[src/rtl/pc_sequencer_pkg.sv]
// ----------------------------------------------------------------------------
// pc_sequencer_pkg
// Shared definitions for the program sequencer:
//   seq_state_t     - run/halt/memory-wait state encoding
//   npc_sel_t       - next-PC source select
//   wait_cnt_width  - width of the memory wait counter for a given latency
// ----------------------------------------------------------------------------
package pc_sequencer_pkg;

    typedef enum logic [1:0] {
        sIDLE,
        sRUN,
        sMEMWAIT,
        sHALT
    } seq_state_t;

    typedef enum logic [2:0] {
        kNPC_INC,
        kNPC_REL,
        kNPC_ABS,
        kNPC_POP,
        kNPC_HOLD
    } npc_sel_t;

    localparam int CYCLE_CNT_W = 16;

    // The counter only ever holds values up to MEM_LAT-1; keep it at least
    // one bit wide so the zero-latency build still elaborates cleanly.
    function automatic int wait_cnt_width(input int lat);
        return (lat > 1) ? $clog2(lat) : 1;
    endfunction

endpackage

[src/rtl/ret_stack.sv]
// ----------------------------------------------------------------------------
// ret_stack
// LIFO return-address stack with a top-of-stack count pointer.
//   clk, rst_n : clock, asynchronous active-low reset (empties the stack)
//   clr        : synchronous flush to empty
//   push, din  : push din (ignored when full)
//   pop        : pop top entry (ignored when empty)
//   dout       : current top entry, valid whenever empty=0
//   full/empty : occupancy status
// ----------------------------------------------------------------------------
module ret_stack #(
    parameter int DEPTH = 4,
    parameter int W     = 10
) (
    input  logic         clk,
    input  logic         rst_n,
    input  logic         clr,
    input  logic         push,
    input  logic         pop,
    input  logic [W-1:0] din,
    output logic [W-1:0] dout,
    output logic         full,
    output logic         empty
);

    localparam int PTR_W = $clog2(DEPTH);

    logic [W-1:0]     mem_reg [DEPTH];
    logic [PTR_W:0]   cnt_reg;
    logic [PTR_W-1:0] wr_idx;
    logic [PTR_W-1:0] top_idx;
    logic             do_push;

    assign full    = (cnt_reg == (PTR_W+1)'(DEPTH));
    assign empty   = (cnt_reg == '0);
    assign do_push = push && !full;
    assign wr_idx  = cnt_reg[PTR_W-1:0];
    // When empty this index wraps to DEPTH-1; dout is don't-care then.
    assign top_idx = cnt_reg[PTR_W-1:0] - PTR_W'(1);
    // The popped address must be usable in the same cycle, so the top entry
    // is read combinationally from the small register file.
    assign dout    = mem_reg[top_idx];

    // Entry storage needs no reset: only the count decides what is valid.
    generate
        for (genvar gi = 0; gi < DEPTH; gi++) begin : g_entry
            always_ff @(posedge clk) begin
                if (do_push && (wr_idx == PTR_W'(gi))) begin
                    mem_reg[gi] <= din;
                end
            end
        end
    endgenerate

    always_ff @(posedge clk or negedge rst_n) begin
        if (!rst_n) begin
            cnt_reg <= '0;
        end else if (clr) begin
            cnt_reg <= '0;
        end else if (do_push) begin
            cnt_reg <= cnt_reg + (PTR_W+1)'(1);
        end else if (pop && !empty) begin
            cnt_reg <= cnt_reg - (PTR_W+1)'(1);
        end
    end

endmodule

[src/rtl/pc_sequencer.sv]
// ----------------------------------------------------------------------------
// pc_sequencer
// Multi-cycle program sequencer: owns the PC, the run/halt FSM, memory
// access stall timing and the CALL/RET return-address stack.
// Optional feature macro: PC_SEQUENCER_CYCLE_COUNT_EN (enables CYCLE_CNT;
// otherwise CYCLE_CNT is tied to 0 and no counter flops exist).
// Ports:
//   CLK, RST_N            : clock, asynchronous active-low reset
//   START                 : single-cycle run request (IDLE/HALT only)
//   HALT_REQ              : current instruction is HALT
//   CTRL_branch_rel_z/nz  : conditional relative branch strobes
//   CTRL_branch_abs       : absolute jump, qualified by IS_CALL / IS_RET
//   CTRL_read/write_mem   : memory access in progress
//   ZERO                  : ALU zero flag
//   REL_OFFSET            : signed branch offset
//   ABS_TARGET            : absolute jump target
//   PC                    : current instruction address
//   DONE                  : 1 when not executing
//   STALL                 : hold pipeline/register writes this cycle
//   STK_OVF / STK_UNF     : sticky stack overflow / underflow
//   CYCLE_CNT             : saturating executed-cycle count
// ----------------------------------------------------------------------------
module pc_sequencer
    import pc_sequencer_pkg::*;
#(
    parameter int PC_W        = 10,
    parameter int STACK_DEPTH = 4,
    parameter int MEM_LAT     = 1,
    parameter int START_ADDR  = 0
) (
    input  logic            CLK,
    input  logic            RST_N,
    input  logic            START,
    input  logic            HALT_REQ,
    input  logic            CTRL_branch_rel_z,
    input  logic            CTRL_branch_rel_nz,
    input  logic            CTRL_branch_abs,
    input  logic            IS_CALL,
    input  logic            IS_RET,
    input  logic            CTRL_read_mem,
    input  logic            CTRL_write_mem,
    input  logic            ZERO,
    input  logic [PC_W-1:0] REL_OFFSET,
    input  logic [PC_W-1:0] ABS_TARGET,
    output logic [PC_W-1:0] PC,
    output logic            DONE,
    output logic            STALL,
    output logic            STK_OVF,
    output logic            STK_UNF,
    output logic [15:0]     CYCLE_CNT
);

    localparam int WAIT_W = wait_cnt_width(MEM_LAT);

    seq_state_t        state_reg, state_next;
    npc_sel_t          npc_sel;
    logic [PC_W-1:0]   pc_reg, pc_next;
    logic [WAIT_W-1:0] wait_reg, wait_next;
    logic              ovf_reg, ovf_next;
    logic              unf_reg, unf_next;
    logic              run_start;
    logic              stall;
    logic              done;
    logic              mem_op;
    logic              rel_taken;

    logic              stk_push, stk_pop, stk_clr;
    logic [PC_W-1:0]   stk_dout;
    logic              stk_full, stk_empty;

    assign mem_op    = CTRL_read_mem | CTRL_write_mem;
    assign rel_taken = (CTRL_branch_rel_z & ZERO) | (CTRL_branch_rel_nz & ~ZERO);

    ret_stack #(
        .DEPTH (STACK_DEPTH),
        .W     (PC_W)
    ) u_ret_stack (
        .clk   (CLK),
        .rst_n (RST_N),
        .clr   (stk_clr),
        .push  (stk_push),
        .pop   (stk_pop),
        .din   (pc_reg + PC_W'(1)),
        .dout  (stk_dout),
        .full  (stk_full),
        .empty (stk_empty)
    );

    // Next-state, next-PC select, stack strobes and status outputs.
    always_comb begin
        state_next = state_reg;
        npc_sel    = kNPC_HOLD;
        wait_next  = wait_reg;
        ovf_next   = ovf_reg;
        unf_next   = unf_reg;
        stk_push   = 1'b0;
        stk_pop    = 1'b0;
        stk_clr    = 1'b0;
        run_start  = 1'b0;
        stall      = 1'b0;
        done       = 1'b0;

        unique case (state_reg)
            sIDLE, sHALT: begin
                done = 1'b1;
                if (START) begin
                    state_next = sRUN;
                    run_start  = 1'b1;
                    ovf_next   = 1'b0;
                    unf_next   = 1'b0;
                    stk_clr    = 1'b1;
                end
            end
            sRUN: begin
                if (HALT_REQ) begin
                    state_next = sHALT;
                end else if (mem_op && (MEM_LAT > 0)) begin
                    // This cycle is the first of the MEM_LAT stall cycles.
                    state_next = sMEMWAIT;
                    wait_next  = WAIT_W'(MEM_LAT - 1);
                    stall      = 1'b1;
                end else if (CTRL_branch_abs && IS_RET) begin
                    if (stk_empty) begin
                        unf_next = 1'b1;
                        npc_sel  = kNPC_INC;
                    end else begin
                        stk_pop = 1'b1;
                        npc_sel = kNPC_POP;
                    end
                end else if (CTRL_branch_abs && IS_CALL) begin
                    // A full stack drops the return address but still jumps.
                    npc_sel = kNPC_ABS;
                    if (stk_full) begin
                        ovf_next = 1'b1;
                    end else begin
                        stk_push = 1'b1;
                    end
                end else if (CTRL_branch_abs) begin
                    npc_sel = kNPC_ABS;
                end else if (rel_taken) begin
                    npc_sel = kNPC_REL;
                end else begin
                    npc_sel = kNPC_INC;
                end
            end
            sMEMWAIT: begin
                if (wait_reg == '0) begin
                    npc_sel    = kNPC_INC;
                    state_next = sRUN;
                end else begin
                    stall     = 1'b1;
                    wait_next = wait_reg - WAIT_W'(1);
                end
            end
            default: begin
                state_next = sIDLE;
            end
        endcase
    end

    // All PC arithmetic wraps modulo 2^PC_W; REL_OFFSET is two's complement.
    always_comb begin
        unique case (npc_sel)
            kNPC_INC: pc_next = pc_reg + PC_W'(1);
            kNPC_REL: pc_next = pc_reg + REL_OFFSET;
            kNPC_ABS: pc_next = ABS_TARGET;
            kNPC_POP: pc_next = stk_dout;
            default:  pc_next = pc_reg;
        endcase
        if (run_start) begin
            pc_next = PC_W'(START_ADDR);
        end
    end

    always_ff @(posedge CLK or negedge RST_N) begin
        if (!RST_N) begin
            state_reg <= sIDLE;
            pc_reg    <= PC_W'(START_ADDR);
            wait_reg  <= '0;
            ovf_reg   <= 1'b0;
            unf_reg   <= 1'b0;
        end else begin
            state_reg <= state_next;
            pc_reg    <= pc_next;
            wait_reg  <= wait_next;
            ovf_reg   <= ovf_next;
            unf_reg   <= unf_next;
        end
    end

`ifdef PC_SEQUENCER_CYCLE_COUNT_EN
    logic [CYCLE_CNT_W-1:0] cyc_reg;

    always_ff @(posedge CLK or negedge RST_N) begin
        if (!RST_N) begin
            cyc_reg <= '0;
        end else if (run_start) begin
            cyc_reg <= '0;
        end else if (((state_reg == sRUN) || (state_reg == sMEMWAIT)) &&
                     (cyc_reg != {CYCLE_CNT_W{1'b1}})) begin
            cyc_reg <= cyc_reg + CYCLE_CNT_W'(1);
        end
    end

    assign CYCLE_CNT = cyc_reg;
`else
    assign CYCLE_CNT = '0;
`endif

    assign PC      = pc_reg;
    assign DONE    = done;
    assign STALL   = stall;
    assign STK_OVF = ovf_reg;
    assign STK_UNF = unf_reg;

endmodule

[config.mk]
export PLATFORM = sky130hd
export DESIGN_NAME = pc_sequencer
export DESIGN_NICKNAME = d
export VERILOG_FILES = /design/src/rtl/pc_sequencer_pkg.sv /design/src/rtl/ret_stack.sv /design/src/rtl/pc_sequencer.sv
export SDC_FILE = /design/constraint.sdc
export NUM_CORES = 1
export LEC_CHECK = 0
export BUFFER_PORTS_ARGS = -buffer_cell sky130_fd_sc_hd__buf_2
export CELL_PAD_IN_SITES_DETAIL_PLACEMENT = 0
export CELL_PAD_IN_SITES_GLOBAL_PLACEMENT = 1
export CORE_MARGIN = 2
export CORE_UTILIZATION = 35
export DETAILED_ROUTE_END_ITERATION = 7
export GPL_TIMING_DRIVEN = 0
export PLACE_DENSITY = 0.71
export SLEW_MARGIN = 20
export SYNTH_ARGS = -nofsm -noshare
export SYNTH_HDL_FRONTEND = slang
export SYNTH_SLANG_ARGS = --single-unit
[constraint.sdc]
create_clock -name CLK -period 2.6 [get_ports CLK]
set_input_delay 0.39 -clock CLK [delete_from_list [all_inputs] [get_ports CLK]]
set_output_delay 0.39 -clock CLK [all_outputs]
set_load 0.03 [all_outputs]
==> metrics.yaml <==
global_routing:
  grt_pass1_vias: 2479
  grt_use_total: 0.165
  antenna_found_initial: 0
  grt_max_degree: 18
  grt_pass1_wl_um: 13000
  grt-ovfl-total: 0
yosys:
  ys_warn_count: 0
  synthArstFlopShare: 0.298
  synth_edf_count: 40
  synth.top_cells.by_count: "edfxtp_1, nor2_1, a21oi_1"
  synth_area_leader_cell: "edfxtp_1"
  synth_top_cell_area_share: 0.349
  ys_ff_latch: 57
  synth_cells: 292
  yosysMostFrequentCell: "edfxtp_1"
  syn-cell-area_um2: 3440
  synth_area_per_cell_um2: 11.8
  ys_seq_area_frac: 0.473
  ys.flop_type: "edfxtp_1"
  synthTopCellsByArea: "edfxtp_1, dfrtp_1, mux4_2"
  ys_types: 55
detailed_routing:
  ant_nets: 0
  via_per_inst: 5.07
  wl_um: 8240
  drc: 0
  routedWlPerCell_um: 16.4
  vias: 2547
  drtIter0Drc: 183
  drtPass1Iterations: 4
critical_path:
  cp_num_buf_inv: 2
  path_common_cell: "inv_1"
  cp.required_ps: 2810
  max_stage_delay_ps: 490
  critical_path_peak_fanout: 8
  arrival_ps: 2620
  critPathKind: "flip-flop to flip-flop"
  cp_top_family: "simple AND/OR/NAND/NOR gates"
  endpoint_kind: "flip-flop"
  path_cells: "inv_1 -> ha_4 -> or4b_4 -> a211oi_4 -> inv_1 -> fa_1 -> nor4_2 -> a21oi_1 -> xor2_1 -> nor2_1"
  crit_slowest_cell: "or4b_4"
  cp.depth: 10
  ff2ff_path_depth: 10
  start_kind: "flip-flop"
timing:
  slew_headroom: 0.300
  worst_slack_ps: 190
  fin_crit_ps: 2410
  hold_violations: 0
  max_slew.worst_pin.slew_ps: 1020
  finalSetupViolations: 0
  finalCritPeriodShare: 0.927
  rsz0062_at_grt: "no"
  skew_ps: 8.72
  fmax_mhz: 415
  slew_viol_final: 0
  holdWs_ps: 426
clock_network:
  path_clk_slew_ps: 80
  numClockSinks: 57
  numCtsBuffers: 9
  cts-htree-levels: 3
  cts_tree: "built"
  worstSkewPairLatency_ps: 330
  cts_max_path_buffers: 2
  cts_root_buf: "clkbuf_8"
finish:
  fillCellCount: 953
  stdcell_area_um2: 4140
  largest_reg_flops: 40
  syn2layout_area_growth_pct: 20.4
  drive_gt1_frac: 0.290
  nets: 414
  n_antenna_cell: 0
placed_design:
  gp_congestion: 0.834
  hpwl_um: 6210
  io_buffers: 44
  pre_cts_ws_ps: -510
  dpl_cell_area_um2: 3890
min_path:
  hold_class: "input port to flip-flop"
  min_path_cells: 3
job:
  maxCapViolCount: 0
outcome:
  status: "completed"
floorplanning:
  die_y_um: 103
  core_area_um2: 9640
  die_area_um2: 10600
  rows: 36
  die-width_um: 103
  start_util: 0.357
  io_pins: 62
pwr:
  p_per_area_nw_per_um2: 796
  total_leakage_power_nw: 1.64
  peakVddDrop_v: 0.000373
logic make-up (layout without fill, tap and decap cells):
| logic type | Yosys count | in the layout | share of synthesized area |
|---|---|---|---|
| other | 1 | 16 | 0.00109 |
| XOR/XNOR | 15 | 15 | 0.0382 |
| adder cells (fa/ha/maj) | 18 | 18 | 0.0698 |
| AND/OR/NAND/NOR | 81 | 81 | 0.131 |
| multiplexers | 15 | 15 | 0.0800 |
| flip-flops | 57 | 57 | 0.473 |
| AO/OA/AOI/OAI | 71 | 71 | 0.151 |
| buffers and inverters | 34 | 96 | 0.0571 |
routing by layer:
layer | global-route usage | up-vias | wire, µm
met5 | 0 | - | 0
met4 | 0.0213 | 0 | 34
met3 | 0.0464 | 4 | 591
met2 | 0.266 | 89 | 3860
met1 | 0.230 | 1226 | 3750
li1 | - | 1228 | -
worst register-to-register path, stage by stage, from the launching register on:
cell,delay [ps]
dfrtp_1,390
inv_1,110
ha_4,190
or4b_4,500
a211oi_4,190
inv_1,80
fa_1,400
nor4_2,160
a21oi_1,80
xor2_1,130
nor2_1,50
final cells by class:
type | instances | area, µm² | area share
Multi-Input combinational cell | 216 | 1720 | 0.415
Tap cell | 133 | 166 | 0.0402
Buffer | 21 | 154 | 0.0371
Clock buffer | 9 | 124 | 0.0299
Clock inverter | 7 | 61.3 | 0.0148
Timing Repair Buffer | 47 | 245 | 0.0592
Sequential cell | 57 | 1630 | 0.393
Inverter | 12 | 45.0 | 0.0109
power breakdown:
part | leakage [nW] | switching [W] | internal (W)
clock network | 0.0888 | 0.000408 | 0.000363
registers | 0.590 | 0.000103 | 0.00110
logic | 0.959 | 0.000819 | 0.000503
total | 1.64 | 0.00133 | 0.00197
metrics by stage:
step | util | total power, W | TNS [ps] | instances
floorplan | - | 0.00215 | 0 | 307
global placement | 0.404 | 0.00250 | -4520 | 484
detailed placement | 0.404 | 0.00251 | -4360 | 484
CTS | 0.427 | 0.00331 | 0 | 502
global route | 0.430 | 0.00351 | 0 | 502
finish | 0.430 | 0.00330 | 0 | 502
path summary, 6_finish.rpt:
check	start	slack [ps]	to
setup reg to reg	state_reg[1]	190	u_ret_stack.cnt_reg[2]
setup / recovery	state_reg[1]	190	u_ret_stack.cnt_reg[2]
hold reg to reg	STK_UNF	560	STK_UNF
min in group asynchronous	RST_N	520	STK_OVF
max in group asynchronous	RST_N	1750	u_ret_stack.cnt_reg[0]
hold / removal	START	430	STK_OVF
timing repair:
item | 4_1_cts | 5_1_grt
endpoints found under the hold margin | 17 | 0
pin swaps | 1 | 1
gates resized for setup | 4 | 7
hold buffers | 1 | 0
setup buffers | 2 | 0
endpoints found under the setup margin | 51 | 8
cells in the final DEF, fill, tap and decap left out, types with 5 or more instances in the layout:
cell type,synthesis,routed
edfxtp_1,40,40
ha_1,16,14
nand4_1,5,5
nand3_1,5,5
mux4_2,10,10
nor3_1,9,9
o22ai_1,6,6
buf_2,1,44
dfrtp_1,17,16
buf_4,16,18
o21ai_0,10,10
and2_1,6,6
mux2i_1,5,5
inv_1,12,12
nor2b_1,6,5
conb_1,1,16
clkbuf_8,0,9
nor2_1,21,21
nand2_1,13,13
xnor2_1,12,12
a21oi_1,18,18
Power figures use the tool's default switching activity.
